$ cat config.mk
export PLATFORM = sky130hd
export DESIGN_NAME = aud_recorder_multi_flat
export DESIGN_NICKNAME = d
export VERILOG_FILES = /design/src/rtl/aud_recorder_multi_if.sv /design/src/rtl/aud_recorder_multi.sv /design/src/flat_wrapper.sv
export SDC_FILE = /design/constraint.sdc
export NUM_CORES = 1
export LEC_CHECK = 0
export BUFFER_PORTS_ARGS = -buffer_cell sky130_fd_sc_hd__buf_2
export CORE_UTILIZATION = 40
export DETAILED_ROUTE_END_ITERATION = 12
export GPL_TIMING_DRIVEN = 0
export SYNTH_ARGS = -nofsm -noshare
export SYNTH_HDL_FRONTEND = slang
export SYNTH_SLANG_ARGS = --single-unit
$ cat constraint.sdc
create_clock -name i_clk -period 2.25 [get_ports i_clk]
set_input_delay 0.3375 -clock i_clk [delete_from_list [all_inputs] [get_ports i_clk]]
set_output_delay 0.3375 -clock i_clk [all_outputs]
set_load 0.1 [all_outputs]
$ cat src/rtl/aud_recorder_multi_if.sv
// Signal bundle between an I2S source/controller and aud_recorder_multi.
interface aud_recorder_multi_if #(
  parameter int DATA_W = 16,
  parameter int ADDR_W = 20
);
  logic              i_lrc;
  logic              i_data;
  logic              i_start;
  logic              i_pause;
  logic              i_stop;
  logic [1:0]        i_mode;
  logic [ADDR_W-1:0] o_address;
  logic [DATA_W-1:0] o_data;
  logic              o_chan;
  logic              o_valid;
  logic              o_busy;
  logic              o_full;

  // Controller / codec side: drives the serial stream and control pulses.
  modport master (
    output i_lrc, i_data, i_start, i_pause, i_stop, i_mode,
    input  o_address, o_data, o_chan, o_valid, o_busy, o_full
  );

  // Recorder side.
  modport slave (
    input  i_lrc, i_data, i_start, i_pause, i_stop, i_mode,
    output o_address, o_data, o_chan, o_valid, o_busy, o_full
  );
endinterface

$ cat src/rtl/aud_recorder_multi.sv
// I2S recorder: deserialises left/right/stereo samples from the codec bit
// clock and emits one addressed write per captured sample, with
// start/pause/resume/stop control and an automatic stop at MAX_ADDR.
module aud_recorder_multi #(
  parameter int          DATA_W   = 16,
  parameter int          ADDR_W   = 20,
  parameter int unsigned MAX_ADDR = 2**20 - 1
) (
  input  logic                 i_clk,
  input  logic                 i_rst_n,
  aud_recorder_multi_if.slave  bus
);

  typedef enum logic [2:0] {
    ST_IDLE,
    ST_WAIT,
    ST_SKIP,
    ST_SHIFT,
    ST_PAUSED,
    ST_DONE
  } state_t;

  localparam int                CNT_W    = $clog2(DATA_W);
  localparam logic [CNT_W-1:0]  LAST_BIT = CNT_W'(DATA_W - 1);
  localparam logic [ADDR_W-1:0] MAX_A    = ADDR_W'(MAX_ADDR);

  state_t              state_reg, state_next;
  logic                lrc_q;
  // Only the first DATA_W-1 bits need storing; the LSB comes straight
  // from the wire on the completing edge.
  logic [DATA_W-2:0]   shift_reg, shift_next;
  logic [CNT_W-1:0]    count_reg, count_next;
  logic [1:0]          mode_reg, mode_next;
  logic [ADDR_W-1:0]   addr_reg, addr_next;
  logic [DATA_W-1:0]   data_reg, data_next;
  logic                chan_reg, chan_next;
  logic                valid_reg, valid_next;

  logic                lrc_edge;
  logic                chan_sel;
  logic                capture_start;
  logic                limit_hit;
  logic [DATA_W-1:0]   word_in;

  // An edge is a word-select change; the channel being entered is i_lrc.
  assign lrc_edge      = bus.i_lrc != lrc_q;
  assign chan_sel      = (mode_reg == 2'd2) ? 1'b1 :
                         (mode_reg == 2'd1) ? bus.i_lrc : ~bus.i_lrc;
  assign capture_start = lrc_edge && chan_sel;
  assign word_in       = {shift_reg, bus.i_data};

  // Next-state and datapath decisions; stop beats the address limit, which
  // beats pause, which beats start.
  always_comb begin
    state_next = state_reg;
    shift_next = shift_reg;
    count_next = count_reg;
    mode_next  = mode_reg;
    addr_next  = addr_reg;
    data_next  = data_reg;
    chan_next  = chan_reg;
    valid_next = 1'b0;
    limit_hit  = 1'b0;

    // The cycle after a write strobe moves the address on, unless that
    // write used the last slot, in which case recording ends there.
    if (valid_reg) begin
      if (addr_reg == MAX_A) begin
        limit_hit = 1'b1;
      end else begin
        addr_next = addr_reg + 1'b1;
      end
    end

    case (state_reg)
      ST_IDLE, ST_DONE: begin
        if (bus.i_start) begin
          state_next = ST_WAIT;
          mode_next  = bus.i_mode;
          addr_next  = '0;
        end
      end
      ST_PAUSED: begin
        if (bus.i_start) begin
          state_next = ST_WAIT;
          mode_next  = bus.i_mode;
        end
      end
      ST_WAIT: begin
        if (bus.i_pause) begin
          state_next = ST_PAUSED;
        end else if (capture_start) begin
          // This edge is the I2S delay slot; the MSB arrives next cycle.
          state_next = ST_SKIP;
          count_next = '0;
        end
      end
      ST_SKIP: begin
        if (lrc_edge) begin
          state_next = capture_start ? ST_SKIP : ST_WAIT;
          count_next = '0;
        end else begin
          shift_next = word_in[DATA_W-2:0];
          count_next = CNT_W'(1);
          state_next = ST_SHIFT;
        end
      end
      ST_SHIFT: begin
        if (bus.i_pause) begin
          state_next = ST_PAUSED;
          count_next = '0;
        end else if (count_reg == LAST_BIT) begin
          // LSB sampled: publish the word tagged with the channel it was
          // captured in, and re-arm immediately if a new frame starts now.
          data_next  = word_in;
          chan_next  = lrc_q;
          valid_next = 1'b1;
          state_next = capture_start ? ST_SKIP : ST_WAIT;
          count_next = '0;
        end else if (lrc_edge) begin
          // Short frame: drop the partial word and treat as a fresh edge.
          state_next = capture_start ? ST_SKIP : ST_WAIT;
          count_next = '0;
        end else begin
          shift_next = word_in[DATA_W-2:0];
          count_next = count_reg + 1'b1;
        end
      end
      default: begin
        state_next = ST_IDLE;
      end
    endcase

    if (limit_hit) begin
      state_next = ST_DONE;
      valid_next = 1'b0;
    end

    if (bus.i_stop) begin
      state_next = ST_IDLE;
      addr_next  = addr_reg;
      valid_next = 1'b0;
      count_next = '0;
    end
  end

  // State and datapath registers; reset throws away any partial sample.
  always_ff @(posedge i_clk or posedge i_rst_n) begin
    if (i_rst_n) begin
      state_reg <= ST_IDLE;
      lrc_q     <= 1'b0;
      shift_reg <= '0;
      count_reg <= '0;
      mode_reg  <= 2'd0;
      addr_reg  <= '0;
      data_reg  <= '0;
      chan_reg  <= 1'b0;
      valid_reg <= 1'b0;
    end else begin
      state_reg <= state_next;
      lrc_q     <= bus.i_lrc;
      shift_reg <= shift_next;
      count_reg <= count_next;
      mode_reg  <= mode_next;
      addr_reg  <= addr_next;
      data_reg  <= data_next;
      chan_reg  <= chan_next;
      valid_reg <= valid_next;
    end
  end

  assign bus.o_address = addr_reg;
  assign bus.o_data    = data_reg;
  assign bus.o_chan    = chan_reg;
  assign bus.o_valid   = valid_reg;
  assign bus.o_busy    = (state_reg == ST_WAIT) || (state_reg == ST_SKIP) ||
                         (state_reg == ST_SHIFT);
  assign bus.o_full    = (state_reg == ST_DONE);

endmodule

$ cat src/flat_wrapper.sv
// flat-port wrapper written by rule: the top's interface ports become plain ports
module aud_recorder_multi_flat 
#(
  parameter int          DATA_W   = 16,
  parameter int          ADDR_W   = 20,
  parameter int unsigned MAX_ADDR = 2**20 - 1
)
  (i_clk, i_rst_n, bus_i_lrc, bus_i_data, bus_i_start, bus_i_pause, bus_i_stop, bus_i_mode, bus_o_address, bus_o_data, bus_o_chan, bus_o_valid, bus_o_busy, bus_o_full);
  aud_recorder_multi_if #(.DATA_W(DATA_W), .ADDR_W(ADDR_W)) bus_i ();
  input  logic i_clk;
  input  logic i_rst_n;
  input wire logic [$bits(bus_i.i_lrc)-1:0] bus_i_lrc;
  input wire logic [$bits(bus_i.i_data)-1:0] bus_i_data;
  input wire logic [$bits(bus_i.i_start)-1:0] bus_i_start;
  input wire logic [$bits(bus_i.i_pause)-1:0] bus_i_pause;
  input wire logic [$bits(bus_i.i_stop)-1:0] bus_i_stop;
  input wire logic [$bits(bus_i.i_mode)-1:0] bus_i_mode;
  output wire logic [$bits(bus_i.o_address)-1:0] bus_o_address;
  output wire logic [$bits(bus_i.o_data)-1:0] bus_o_data;
  output wire logic [$bits(bus_i.o_chan)-1:0] bus_o_chan;
  output wire logic [$bits(bus_i.o_valid)-1:0] bus_o_valid;
  output wire logic [$bits(bus_i.o_busy)-1:0] bus_o_busy;
  output wire logic [$bits(bus_i.o_full)-1:0] bus_o_full;
  assign bus_i.i_lrc = bus_i_lrc;
  assign bus_i.i_data = bus_i_data;
  assign bus_i.i_start = bus_i_start;
  assign bus_i.i_pause = bus_i_pause;
  assign bus_i.i_stop = bus_i_stop;
  assign bus_i.i_mode = bus_i_mode;
  assign bus_o_address = bus_i.o_address;
  assign bus_o_data = bus_i.o_data;
  assign bus_o_chan = bus_i.o_chan;
  assign bus_o_valid = bus_i.o_valid;
  assign bus_o_busy = bus_i.o_busy;
  assign bus_o_full = bus_i.o_full;
  aud_recorder_multi #(.DATA_W(DATA_W), .ADDR_W(ADDR_W), .MAX_ADDR(MAX_ADDR)) u_core (.i_clk(i_clk), .i_rst_n(i_rst_n), .bus(bus_i));
endmodule
---- Yosys cells after proc, flatten, opt, wreduce, memory -nomap -nowiden ----
Index checks and enable logic that the tools add are counted.
operators by class
  $add $sub $neg .......................... 2
  equality and inequality tests ........... 17
  muxes and demuxes ....................... 36
  bitwise operators ....................... 2
  reductions and logical operators ........ 13
operators with widths
  operator                 number
  $mux W20                 4
  $mux W15                 3
  $pmux W15 S2             1
  $mux W3                  9
  $mux W4                  6
  $add A20 B1 Y20 const B  1
  $eq A20 B20 Y1 const B   1
  $pmux W3 S4              1
  $pmux W4 S3              1
  $reduce_and A3 Y1        4
  $mux W1                  10
  $eq A3 B2 Y1 const B     2
  $eq A3 B3 Y1 const B     2
  $ne A6 B3 Y1 const B     1
  $ne A5 B3 Y1 const B     1
  $add A4 B1 Y4 const B    1
  $eq A4 B4 Y1 const B     1
  $ne A2 B2 Y1 const B     2
  $ne A4 B1 Y1 const B     1
  $reduce_bool A4 Y1       1
  $eq A3 B1 Y1 const B     1
  $logic_not A3 Y1         1
  $ne A3 B2 Y1 const B     1
  $ne A3 B3 Y1 const B     1
  11 further kinds         13
word-level totals
  bits in registers ....................... 63
  input port bits ......................... 9
  output and inout port bits .............. 40
  logic and storage cells ................. 79

---- Longest topological paths before layout ----
Gate-level depths: netlist of the first run.
  depth after elaboration ................. 11
  depth in mapped cells ................... 7
  mapped depth without buffers ............ 5

---- Least setup slack after synthesis of the first run ----
OpenSTA, ideal clock, no wires.
  path kind ............................... register to output
  start point ............................. reg u_core.state_reg[1]
  end point ............................... out bus_o_full
  arrival time ............................ 2.691 ns
  data required time ...................... 1.913 ns
  path slack .............................. -0.778 ns
  cell stages (with the launch flop) ...... 3
  path buffers ............................ 1
  cells stage by stage .................... dfrtp_1 -> clkbuf_1 -> nor3_1
on the way
  word-level cells in the longest chain between the ends .. 1
RTL lines
  item                    RTL line                   source
  from (decl)             aud_recorder_multi.sv:27   state_t state_reg, state_next;
  from (signal assigned)  aud_recorder_multi.sv:160  state_reg <= state_next;
  $eq A3 B3 Y1            aud_recorder_multi.sv:178  assign bus.o_full = (state_reg == ST_DONE);
  to (decl)               flat_wrapper.sv:23         output wire logic [$bits(bus_i.o_full)-1:0] bus_o_full;
No other way between the ends.

---- Worst setup path in the final report of the first run ----
  start point ............................. reg u_core.count_reg[0]
  end point ............................... reg u_core.shift_reg[1]
on the way
  word-level cells in the longest chain between the ends .. 3
RTL lines
  item                         RTL line                   source
  from (decl)                  aud_recorder_multi.sv:32   logic [CNT_W-1:0] count_reg, count_next;
  from (signal assigned)       aud_recorder_multi.sv:163  count_reg <= count_next;
  $eq A4 B4 Y1                 aud_recorder_multi.sv:112  end else if (count_reg == LAST_BIT) begin
  $ne A2 B2 Y1 (no line)       --
  $reduce_and A3 Y1 (no line)  --
  to (signal assigned)         aud_recorder_multi.sv:162  shift_reg <= shift_next;
  to (decl)                    aud_recorder_multi.sv:31   logic [DATA_W-2:0] shift_reg, shift_next;
No other way between the ends.
A chain may end at the register's enable or synchronous reset.

==> impl_metrics.py, run 1 <==
metrics = {
    "status": {
        "status": "finished, final reports clean",
    },
    "power_and_ir_drop": {
        "combPwrFrac_pct": 24.1,
        "swShare_pct": 31.9,
        "power_switching_uw": 970,
        "p_clk_share_pct": 33.3,
        "seqPwrFrac_pct": 42.6,
        "p_int_uw": 2070,
        "power_density_mw_per_mm2": 793,
        "ir_drop_uv": 347,
        "p_leak_uw": 0.00190,
    },
    "setup_path": {
        "worstSetupPathType": "reg -> reg",
        "path_buf_inv": 1,
        "cp_slowest_stage_delay_ns": 0.57,
        "worst_ep_arrival_time_ns": 2.35,
        "cp.required_ns": 2.47,
        "crit_family": "compound AO/OA/AOI/OAI gates",
        "crit_chain": "ha_1 -> nand3_1 -> nand2b_4 -> a2111oi_4 -> buf_8 -> mux2_4",
        "slowest_stage": "a2111oi_4",
        "worstSetupEndpointType": "flop",
        "critPathMaxFanout": 10,
        "worst_setup_path_start_kind": "flop",
    },
    "drt": {
        "dr.pass1.iters": 4,
        "routed_via_density": 5.34,
        "ant_nets": 0,
        "wl_met3_um": 318,
        "postRouteWirelength_um": 6780,
        "wl_met2_um": 3110,
        "routed.top_layer": "met4",
        "remaining_drc_errors": 0,
        "wire_per_inst_um": 15.2,
        "wl_met1_um": 3260,
        "drt_iter0_drc": 127,
        "vias": 2376,
    },
    "place": {
        "routabilityCongestion": 0.863,
        "dp_slack_ns": 0.106,
        "dp.cells": 429,
        "port_buffers": 46,
        "hpwl_um": 4740,
    },
    "layout": {
        "diodes": 0,
        "area_growth_pct": 18.7,
        "drive_above_1_share_pct": 38.2,
        "finalNonFillerCells": 445,
        "largest_reg_flops": 20,
        "fin_nets": 349,
    },
    "sta": {
        "maxSlewHeadroom_pct": 56.3,
        "finalSetupViolations": 0,
        "tightestPinTransition_ns": 0.655,
        "period_needed_ns": 2.13,
        "max_freq_mhz": 469,
        "finalMaxSlewViolations": 0,
        "setup_ws_ns": 0.118,
        "setup_tns_ns": 0,
        "skew_ns": 0.00942,
        "min_period_over_period_pct": 94.7,
        "rsz0062_at_grt": "no",
        "finalHoldViolCount": 0,
    },
    "synth": {
        "ys_ff_latch": 63,
        "ys_seq_area_share_pct": 48.8,
        "synth_cell_types": 57,
        "synth_area_per_cell_um2": 11.5,
        "syn_inst": 280,
        "synth_ff_type": "dfrtp_1",
        "synth_edf_count": 0,
        "synth_warnings": 0,
        "synthArstFlopShare_pct": 100,
        "synth_area_mm2": 0.00323,
        "syn_nets": 291,
    },
    "cts": {
        "root_buffer": "clkbuf_8",
        "cts_resized": 0,
        "cts-buffers-inserted": 9,
        "htreeDepth": 3,
        "post-cts-setup-buffers": 0,
        "cts_tree": "done",
        "clk_path_buf_depth": 2,
        "cts-hold-fix-buffers": 0,
        "cts.sinks": 63,
        "clk_pin_slew_ns": 0.08,
        "clock_latency_ns": 0.33,
    },
    "run": {
        "maxCapViolations": 0,
    },
    "floorplanning": {
        "io_pins": 49,
        "core_area_mm2": 0.00777,
        "die_w_um": 91.9,
        "fp.dieH_um": 91.9,
        "rows": 32,
        "initial_core_util_pct": 41.6,
        "die-area_mm2": 0.00845,
    },
    "min_path": {
        "hp-class": "in -> async",
    },
    "global_route": {
        "grt_pass1_vias": 2329,
        "grt_max_degree": 35,
        "grt_usage_pct": 17.2,
        "grt_antenna_before_repair": 0,
        "grt-ovfl-total": 0,
        "grt_pass1_wl_um": 11400,
    },
}
-- cell usage after synthesis, types with 2 or more instances --
master | instances | area [µm²]
mux2_4 | 10 | 150
a22o_1 | 4 | 35.0
and3_1 | 7 | 43.8
a32oi_1 | 3 | 26.3
xor2_1 | 15 | 131
o211ai_1 | 5 | 37.5
nor3_1 | 3 | 15.0
nand2b_4 | 2 | 27.5
inv_1 | 7 | 26.3
clkbuf_1 | 5 | 18.8
nor2b_1 | 2 | 12.5
mux2_2 | 23 | 259
o21ai_1 | 2 | 10.0
a31o_2 | 2 | 17.5
o2111ai_1 | 5 | 43.8
and4_1 | 7 | 61.3
and2_1 | 3 | 18.8
nor2_1 | 25 | 93.8
a21oi_1 | 8 | 40.0
nor3b_1 | 2 | 15.0
nand2_1 | 11 | 41.3
nand4_1 | 6 | 37.5
ha_1 | 2 | 25.0
buf_4 | 3 | 22.5
a21o_1 | 2 | 15.0
nand3_1 | 7 | 35.0
or4_1 | 2 | 15.0
a31oi_1 | 3 | 18.8
o22ai_1 | 2 | 12.5
dfrtp_1 | 63 | 1580
buf_6 | 2 | 22.5
and3b_1 | 2 | 17.5
buf_2 | 3 | 15.0
o21ai_0 | 9 | 45.0
-- area by class of cell --
class                           instances  area (µm²)
Fill cell                             744        3930
Sequential cell                        63        1590
Multi-Input combinational cell        196        1540
Timing Repair Buffer                   47         250
Clock buffer                           13         159
Tap cell                              102         128
Buffer                                 14        93.8
Clock inverter                          3        42.5
Inverter                                7        26.3
-- worst reg2reg max path: cells and delay by family, from the launching register on --
family	cells	cell delay [ns]
adders and majority gates	1	0.23
DFF	1	0.42
buffers and inverters	1	0.23
muxes	1	0.31
and+or+nand+nor	2	0.24
AOI/OAI and AO/OA	1	0.57
-- cells by family (layout without fill, tap and decap cells) --
group | count (synthesis) | in the layout | synth area share (%)
adder cells (fa/ha/maj) | 2 | 2 | 0.774
AND/OR/NAND/NOR | 92 | 92 | 17.4
buffers and inverters | 21 | 84 | 3.72
multiplexers | 33 | 33 | 12.7
flip-flops | 63 | 63 | 48.8
AO/OA/AOI/OAI | 53 | 53 | 12.3
XOR/XNOR | 16 | 16 | 4.33
-- per-layer routing --
layer | up-vias | global-route usage, %
li1 | 1151 | -
met3 | 7 | 4.89
met1 | 1165 | 23.1
met4 | 0 | 6.51
met5 | - | 0
met2 | 53 | 26.3
-- final timing paths --
| path | startpoint | to | slack [ns] | depth (start not counted) |
|---|---|---|---|---|
| max | u_core.count_reg[0] | u_core.shift_reg[1] | 0.12 | 6 |
| min | i_rst_n | u_core.bus.o_address[9] | 0.09 | 2 |
| max reg2reg | u_core.count_reg[0] | u_core.shift_reg[1] | 0.12 | 6 |
| min reg2reg | u_core.bus.o_data[12] | u_core.bus.o_data[12] | 0.50 | 1 |
| max in group asynchronous | i_rst_n | u_core.bus.o_address[0] | 1.53 | 3 |
| min in group i_clk | bus_i_lrc | u_core.lrc_q | 0.17 | 1 |
-- metrics by stage --
stage	total power (µW)	utilization [%]	hold slack, ns	cell area, µm²
2_1_floorplan	1910	-	0.369	3260
3_3_place_gp	2040	46.6	0.486	3620
3_5_place_dp	2050	46.8	0.474	3640
4_1_cts	3060	49.4	0.109	3840
5_1_grt	3200	49.4	0.148	3840
6_report	3040	49.4	0.0929	3840
-- cell usage in the layout, fill, tap and decap left out, types with 4 or more instances in the layout --
cell type and n:
dfrtp_2 14, o211ai_1 5, nor2_1 24, mux2_2 23
clkbuf_8 11, mux2_4 10, and4_1 7, buf_2 49
a21oi_1 8, o2111ai_1 5, clkbuf_1 7, nand3_1 7
nand4_1 6, and3_1 7, inv_1 6, dfrtp_1 49
o21ai_0 9, nand2_1 11, a22o_1 4, xor2_1 15
-- power groups by stage --
| stage | logic [µW] | clock network (µW) | registers, µW |
|---|---|---|---|
| after floorplan | 611 | 0 | 1290 |
| after global placement | 722 | 0 | 1310 |
| after detailed placement | 736 | 0 | 1310 |
| after CTS | 736 | 1030 | 1300 |
| after global routing | 800 | 1090 | 1310 |
| final | 734 | 1010 | 1300 |
No activity file was read; power rests on OpenSTA's default activity.
==> run 2: changes to the inputs <==
--- a/config.mk
+++ b/config.mk
@@ -9,6 +9,7 @@
 export CORE_UTILIZATION = 40
 export DETAILED_ROUTE_END_ITERATION = 12
 export GPL_TIMING_DRIVEN = 0
+export HOLD_SLACK_MARGIN = 0.1
 export SYNTH_ARGS = -nofsm -noshare
 export SYNTH_HDL_FRONTEND = slang
 export SYNTH_SLANG_ARGS = --single-unit
==> constraint.sdc (replaced) <==
create_clock -name i_clk -period 2.25 [get_ports i_clk]
set_input_delay 0.3375 -clock i_clk [delete_from_list [all_inputs] [get_ports i_clk]]
set_output_delay 0.3375 -clock i_clk [all_outputs]
set_load 0.05 [all_outputs]
==> impl_metrics.py, run 2 (synthesized netlist as in run 1, its figures left out) <==
metrics = {
    "sta": {
        "setup_tns_ns": 0,
        "max_freq_mhz": 480,
        "finalMaxSlewViolations": 0,
        "maxSlewHeadroom_pct": 47.1,
        "finalHoldViolCount": 0,
        "setup_ws_ns": 0.166,
        "skew_ns": 0.00968,
        "rsz0062_at_grt": "no",
        "period_needed_ns": 2.08,
        "hold_ws_ns": 0.146,
        "tightestPinTransition_ns": 0.793,
        "min_period_over_period_pct": 92.6,
        "finalSetupViolations": 0,
    },
    "global_route": {
        "grt_usage_pct": 16.9,
        "grt-ovfl-total": 0,
        "grt_pass1_vias": 2286,
        "grt_pass1_wl_um": 11200,
        "grt_max_degree": 38,
        "grt_antenna_before_repair": 0,
    },
    "place": {
        "dp.cells": 429,
        "port_buffers": 46,
        "dp_slack_ns": 0.106,
        "routabilityCongestion": 0.796,
        "hpwl_um": 4640,
    },
    "cts": {
        "clock_latency_ns": 0.34,
        "cts-buffers-inserted": 9,
        "cts.sinks": 63,
        "post-cts-setup-buffers": 0,
        "cts_tree": "done",
        "cts_resized": 0,
        "clk_pin_slew_ns": 0.07,
        "root_buffer": "clkbuf_8",
        "cts-hold-fix-buffers": 0,
        "clk_path_buf_depth": 2,
        "htreeDepth": 3,
    },
    "floorplanning": {
        "initial_core_util_pct": 41.6,
        "die_w_um": 91.9,
        "io_pins": 49,
        "fp.dieH_um": 91.9,
        "rows": 32,
        "die-area_mm2": 0.00845,
        "core_area_mm2": 0.00777,
    },
    "layout": {
        "diodes": 0,
        "fin_nets": 349,
        "largest_reg_flops": 20,
        "seqCellArea_mm2": 0.00158,
        "layout_common_cells": "dfrtp_1 (63), buf_2 (49), nor2_1 (25), mux2_2 (23), xor2_1 (15)",
        "finalNonFillerCells": 445,
        "multiInputGateArea_mm2": 0.00154,
        "layout_commonest_cell": "dfrtp_1",
        "area_growth_pct": 17.8,
        "drive_above_1_share_pct": 34.1,
        "fillers": 727,
    },
    "setup_path": {
        "critPathMaxFanout": 10,
        "worstSetupPathType": "reg -> reg",
        "crit_family": "compound AO/OA/AOI/OAI gates",
        "worst_ep_arrival_time_ns": 2.30,
        "crit_start": "u_core.count_reg[0]",
        "slowest_stage": "a2111oi_4",
        "cp.required_ns": 2.47,
        "worstSetupEndpointType": "flop",
        "cp_slowest_stage_delay_ns": 0.52,
        "crit_chain": "ha_1 -> nand3_1 -> nand2b_4 -> a2111oi_4 -> buf_8 -> mux2_4",
        "worst_setup_path_start_kind": "flop",
        "path_buf_inv": 1,
        "reg2reg_from": "u_core.count_reg[0]",
    },
    "power_and_ir_drop": {
        "ir_drop_uv": 422,
        "p_leak_uw": 0.00191,
        "power_density_mw_per_mm2": 770,
        "p_total_uw": 2930,
    },
    "drt": {
        "routed_via_density": 5.35,
        "vias": 2380,
        "dr.pass1.iters": 4,
        "remaining_drc_errors": 0,
        "wire_per_inst_um": 14.8,
        "postRouteWirelength_um": 6570,
        "ant_nets": 0,
        "drt_iter0_drc": 78,
    },
    "min_path": {
        "hp-class": "in -> async",
    },
    "status": {
        "status": "finished, final reports clean",
    },
    "run": {
        "maxCapViolations": 0,
    },
}
==> run 2: routing by layer <==
| metal | track usage (%) | up-vias | share of wire (%) |
|---|---|---|---|
| met5 | 0 | - | 0 |
| met4 | 5.73 | 0 | 0.90 |
| met3 | 5.14 | 6 | 4.6 |
| met2 | 24.1 | 46 | 45 |
| met1 | 24.4 | 1176 | 50 |
| li1 | - | 1152 | - |
==> run 2: final cells by class <==
type / instances / share of cell area [%]
Buffer: 14 / 2.46
Clock buffer: 9 / 3.25
Clock inverter: 7 / 1.94
Inverter: 7 / 0.690
Multi-Input combinational cell: 196 / 40.3
Sequential cell: 63 / 41.4
Tap cell: 102 / 3.35
Timing Repair Buffer: 47 / 6.57
==> run 2: worst paths after layout <==
kind / slack (ns) / depth (start not counted) / endpoint
worst max-delay path: 0.17 / 6 / u_core.shift_reg[2]
worst min-delay path: 0.15 / 2 / u_core.bus.o_data[7]
worst max register to register: 0.17 / 6 / u_core.shift_reg[2]
worst min register to register: 0.50 / 1 / u_core.bus.o_data[13]
max in group asynchronous: 1.48 / 3 / u_core.bus.o_address[3]
min in group i_clk: 0.18 / 1 / u_core.lrc_q
==> run 2: worst reg2reg max path, stage by stage, from the launching register on <==
cell	delay (ns)
dfrtp_1	0.42
ha_1	0.23
nand3_1	0.17
nand2b_4	0.08
a2111oi_4	0.52
buf_8	0.24
mux2_4	0.31
==> run 2: metrics by stage <==
stage	util, %	cell area (µm²)
floorplan	-	3230
global placement	46.2	3590
detailed placement	46.5	3610
CTS	49.0	3810
global route	49.0	3810
finish	49.0	3810
==> run 2: power by group <==
group          total (µW)  internal (µW)  switching [µW]
Combinational         668            280             387
Sequential           1290           1220            75.6
Clock                 969            510             459
